==> src/rtl/alu_muldiv_ctrl_pkg.sv <==
// Shared encodings for the multiply/divide sequencer: ALU select codes,
// FSM state encodings and the op field meaning.
package alu_muldiv_ctrl_pkg;

    localparam logic [2:0] OP_ADD = 3'b010;
    localparam logic [2:0] OP_SUB = 3'b110;

    localparam logic OP_MUL = 1'b0;
    localparam logic OP_DIV = 1'b1;

    localparam logic [4:0] CNT_LAST = 5'd31;

    typedef enum logic [1:0] {
        IDLE = 2'd0,
        MUL  = 2'd1,
        DIV  = 2'd2,
        DONE = 2'd3
    } state_t;

endpackage

==> src/rtl/alu_muldiv_ctrl.sv <==
// Multi-cycle 32x32 unsigned multiply / restoring divide sequencer that
// borrows the shared execute-stage ALU one step per clock.
//
// state | meaning
// IDLE  | waiting for start; ALU interface parked at 0 + 0
// MUL   | shift-add step: {P_hi,P_lo} += M when P_lo[0], then shift right
// DIV   | restoring step: shift {R,Q} left, subtract D when it fits
// DONE  | one-cycle done pulse, hi/lo/div_by_zero valid
module alu_muldiv_ctrl
    import alu_muldiv_ctrl_pkg::*;
(
    input  logic        clk,
    input  logic        reset,
    input  logic        start,
    input  logic        op,
    input  logic [31:0] opa,
    input  logic [31:0] opb,
    output logic        busy,
    output logic        done,
    output logic [31:0] hi,
    output logic [31:0] lo,
    output logic        div_by_zero,
    output logic [31:0] alu_a,
    output logic [31:0] alu_b,
    output logic        alu_cin,
    output logic [2:0]  alu_s,
    input  logic [31:0] alu_out,
    input  logic        alu_cout,
    input  logic        alu_g,
    input  logic        alu_e
);

    state_t      state, state_nxt;
    logic [4:0]  cnt;
    logic [31:0] opnd;      // M for multiply, D for divide
    logic [31:0] acc_hi;    // P_hi / R
    logic [31:0] acc_lo;    // P_lo / Q
    logic [31:0] nxt_hi, nxt_lo;
    logic [31:0] div_s;
    logic        div_take;

    always_ff @(posedge clk or posedge reset) begin
        if (reset) state <= IDLE;
        else       state <= state_nxt;
    end

    always_comb begin
        state_nxt = state;
        alu_a     = '0;
        alu_b     = '0;
        alu_cin   = 1'b0;
        alu_s     = OP_ADD;
        nxt_hi    = acc_hi;
        nxt_lo    = acc_lo;
        div_s     = {acc_hi[30:0], acc_lo[31]};
        // A set R[31] means the shifted remainder is a 33-bit value above D.
        div_take  = acc_hi[31] | alu_g | alu_e;
        case (state)
            IDLE: begin
                if (start) begin
                    if (op == OP_MUL)    state_nxt = MUL;
                    else if (opb == '0)  state_nxt = DONE;
                    else                 state_nxt = DIV;
                end
            end
            MUL: begin
                alu_a  = acc_hi;
                alu_b  = acc_lo[0] ? opnd : '0;
                nxt_hi = {alu_cout, alu_out[31:1]};
                nxt_lo = {alu_out[0], acc_lo[31:1]};
                if (cnt == CNT_LAST) state_nxt = DONE;
            end
            DIV: begin
                alu_a   = div_s;
                alu_b   = opnd;
                alu_cin = 1'b1;
                alu_s   = OP_SUB;
                if (div_take) begin
                    nxt_hi = alu_out;
                    nxt_lo = {acc_lo[30:0], 1'b1};
                end else begin
                    nxt_hi = div_s;
                    nxt_lo = {acc_lo[30:0], 1'b0};
                end
                if (cnt == CNT_LAST) state_nxt = DONE;
            end
            DONE: state_nxt = IDLE;
            default: state_nxt = IDLE;
        endcase
    end

    assign busy = (state != IDLE);
    assign done = (state == DONE);

    always_ff @(posedge clk or posedge reset) begin
        if (reset) begin
            cnt         <= '0;
            opnd        <= '0;
            acc_hi      <= '0;
            acc_lo      <= '0;
            hi          <= '0;
            lo          <= '0;
            div_by_zero <= 1'b0;
        end else begin
            case (state)
                IDLE: begin
                    if (start) begin
                        cnt    <= '0;
                        acc_hi <= '0;
                        if (op == OP_MUL) begin
                            opnd   <= opa;
                            acc_lo <= opb;
                        end else if (opb != '0) begin
                            opnd   <= opb;
                            acc_lo <= opa;
                        end else begin
                            hi          <= opa;
                            lo          <= '1;
                            div_by_zero <= 1'b1;
                        end
                    end
                end
                MUL, DIV: begin
                    acc_hi <= nxt_hi;
                    acc_lo <= nxt_lo;
                    cnt    <= cnt + 5'd1;
                    // Commit uses the final step's values, not the stale bank.
                    if (cnt == CNT_LAST) begin
                        hi          <= nxt_hi;
                        lo          <= nxt_lo;
                        div_by_zero <= 1'b0;
                    end
                end
                default: ;
            endcase
        end
    end

endmodule
==> config.mk <==
export PLATFORM = sky130hd
export DESIGN_NAME = alu_muldiv_ctrl
export DESIGN_NICKNAME = d
export VERILOG_FILES = /design/src/rtl/alu_muldiv_ctrl_pkg.sv /design/src/rtl/alu_muldiv_ctrl.sv
export SDC_FILE = /design/constraint.sdc
export NUM_CORES = 1
export LEC_CHECK = 0
export ABC_AREA = 1
export CORE_UTILIZATION = 51
export DETAILED_ROUTE_END_ITERATION = 10
export MAX_ROUTING_LAYER = met4
export PLACE_DENSITY = 0.86
export SLEW_MARGIN = 25
export SYNTH_ARGS = -nofsm -noshare
export SYNTH_HDL_FRONTEND = slang
export SYNTH_SLANG_ARGS = --single-unit
export TNS_END_PERCENT = 10
==> constraint.sdc <==
create_clock -name clk -period 6.98 [get_ports clk]
set_input_delay 1.047 -clock clk [delete_from_list [all_inputs] [get_ports clk]]
set_output_delay 1.047 -clock clk [all_outputs]
set_load 0.02 [all_outputs]
==> results.yml <==
timing:
  max-slew-margin-rel_pct: 31.0
  finalSetupViolCount: 0
  setup_tns_ns: 0
  timing.fmax_mhz: 195
  period_share_pct: 73.4
  worst_slack_ns: 1.86
  worstMarginPinSlew_ns: 1.03
  final-max-slew-violation-count: 0
  fin_crit_ns: 5.12
  holdWs_ns: 0.469
  hold_viol_final: 0
  rsz0062_at_grt: "false"
  skew_ns: 0.00881
drt:
  drc: 0
  drt_pass1_iterations: 6
  drt_first_iter_violations: 1668
  wl_per_cell_um: 17.0
  via_per_inst: 5.58
  drt_wl_total_mm: 34.5
  ant_nets: 0
  dr_total_vias: 11300
final_layout:
  fin_nets: 1854
  multi_input_area_um2: 5060
  drive_gt1_share_pct: 3.59
  fin_area_um2: 13100
  final_util_pct: 67.1
  final_common_cell: "nand2_1"
  area_growth_pct: 28.2
  seq_area_um2: 4200
  final_cells: 2023
  final_cell_mix: "nand2_1 (780), clkdlybuf4s50_1 (234), dfrtp_1 (168)"
  n_fill_cell: 1669
grt:
  antenna_found_initial: 1
  grt-ovfl-total: 0
  first_global_vias: 9786
  grt_first_pass_wirelength_mm: 52.6
  grt_util_all_layers_pct: 34.4
  grt_max_degree: 91
run:
  cap_violations: 0
floorplanning:
  die_y_um: 144
  initial_core_util_pct: 52.3
  die_area_um2: 20700
  io_pins: 238
  rows: 51
  die_w_um: 144
  core_um2: 19600
clocking:
  cts-buffers-inserted: 17
  postCtsSetupBuffers: 0
  post_cts_resized: 0
  clockBufferDepth: 2
  cts_hold_buf: 0
  cts_tree: "yes"
  clkSinkCount: 168
  cts_max_level: 4
  cts_root_buffer: "clkbuf_16"
  clk_pin_slew_worst_paths_ns: 0.07
  clkLatencyLatePin_ns: 0.44
pwr:
  power_frac_seq_pct: 23.9
  p_sw_share_pct: 50.8
  p_total_mw: 7.04
  cellLeakagePower_nw: 6.76
  p_per_area_nw_per_um2: 536
  switchingPower_mw: 3.58
  ir_worst_vdd_mv: 0.353
  combinationalPowerShare_pct: 61.3
  clkPwrFrac_pct: 14.8
  p_int_mw: 3.46
synth:
  async_flop_share_pct: 100
  yosys_warnings: 0
  synth_area_um2: 10300
  synth.net_count: 1701
  ys_types: 26
  syn_area_per_cell_um2: 6.44
  synth-edff-count: 0
  synth_top_flop_cell: "dfrtp_1"
  ys_seq_area_share_pct: 41.0
  postSynthCellCount: 1591
  yosys_register_bits: 168
worst_hold_path:
  worstHoldPathType: "register to register"
  whs_path_depth: 2
setup_path:
  critPathLaunchType: "register"
  slowest_stage: "clkdlybuf4s50_1"
  cp_max_fo: 77
  worstRegToRegCells: 12
  cp_top_family: "buffers and inverters"
  critPathRequiredTime_ns: 5.93
  crit_type: "register to output pin"
  crit_buf_inv: 4
  r2r_slack_ns: 2.84
  critPathMaxStageDelay_ns: 0.65
  critical_path_cell_count: 8
  crit_top_cell: "inv_1"
  end_kind: "output pin"
  arrival_ns: 4.07
  cp_cell_sequence: "inv_1 -> ha_2 -> buf_4 -> inv_1 -> o21ai_0 -> nand2_2 -> nor2_1 -> clkdlybuf4s50_1"
place:
  hpwl_mm: 23.6
  io_buffers: 235
  dpl.cell_count: 1990
  place_ws_ns: 2.10
  globalplace.congestion: 0.991
  placed_area_um2: 12500
run_status:
  status: "completed"
==> synthesized netlist by cell type (2+ instances only) <==
master,instances,area share [%]
nand2_1,782,29
o21ai_0,39,1.9
nand2_2,2,0.12
conb_1,2,0.073
dfrtp_1,168,41
buf_4,13,0.95
nor3_1,3,0.15
nor2_1,84,3.1
o22ai_1,19,1.2
buf_2,19,0.93
inv_2,2,0.073
a21boi_0,10,0.73
a21oi_1,90,4.4
nor2_2,2,0.12
nand4_1,32,2.0
inv_1,118,4.3
clkbuf_1,46,1.7
ha_1,7,0.85
buf_1,26,0.95
buf_6,9,0.99
nand3_1,113,5.5
==> power by group through the flow <==
stage               Combinational (mW)  Clock (mW)  Sequential [mW]
detailed placement                4.22           0             1.68
floorplan                         2.78           0             1.85
global placement                  4.12           0             1.68
finish                            4.32        1.04             1.68
CTS                               4.26        1.04             1.68
global route                      4.71        1.09             1.73
==> cell type report <==
class / count / share of cell area, %
multi-input cells: 1189 / 38.5
flip-flops and latches: 168 / 32.0
repair buffers: 247 / 18.6
inverters: 121 / 3.51
clock buffers: 19 / 3.45
well taps: 265 / 2.52
clock inverters: 13 / 1.47
diodes: 1 / 0.0190
==> layer usage <==
metal / GRT usage (%) / vias to the layer above / routed length [µm] / share of wire, %
met4: 16.9 / 0 / 1610 / 4.7
met3: 5.43 / 109 / 3530 / 10
li1: - / 5258 / - / -
met2: 50.2 / 741 / 15200 / 44
met5: - / - / 0 / 0
met1: 46.5 / 5171 / 14100 / 41
==> worst register-to-register path: stages, from the launching register on <==
cell and delay (ns):
dfrtp_1 0.41, inv_1 0.15, ha_2 0.53, inv_4 0.83, nor2_1 0.15, inv_2 0.09
nand2_1 0.12, nor2_4 0.10, buf_4 0.56, nand3_2 0.43, buf_4 0.44, nand2_1 0.15
nand2_1 0.07
==> sequential cells by signal, indices dropped and copies added (netlist names) <==
signal and flops:
acc_hi 32, acc_lo 32, hi 32, lo 32, opnd 32, cnt 5, state 2, div_by_zero 1
==> final timing paths <==
check                                     startpoint                  to
worst max-delay path            state[1]$_DFFE_PP0P_           alu_b[25]
worst min-delay path              hi[21]$_DFFE_PP0P_  hi[21]$_DFFE_PP0P_
worst max register to register  state[1]$_DFFE_PP0P_   hi[3]$_DFFE_PP0P_
worst min register to register    hi[21]$_DFFE_PP0P_  hi[21]$_DFFE_PP0P_
max in group asynchronous                      reset   hi[5]$_DFFE_PP0P_
min in group asynchronous                      reset  hi[10]$_DFFE_PP0P_
==> kinds of logic (layout without fill, tap and decap cells) <==
kind of cell | count (synthesis) | count (layout) | synth area share, %
AND/OR/NAND/NOR | 1021 | 1021 | 39.8
buffers and inverters | 234 | 400 | 9.96
flip-flops | 168 | 168 | 41.0
AO/OA/AOI/OAI | 159 | 159 | 8.26
adder cells (fa/ha/maj) | 7 | 7 | 0.854
other | 2 | 3 | 0.0733
Note: power is estimated with default switching activity, not from simulation.
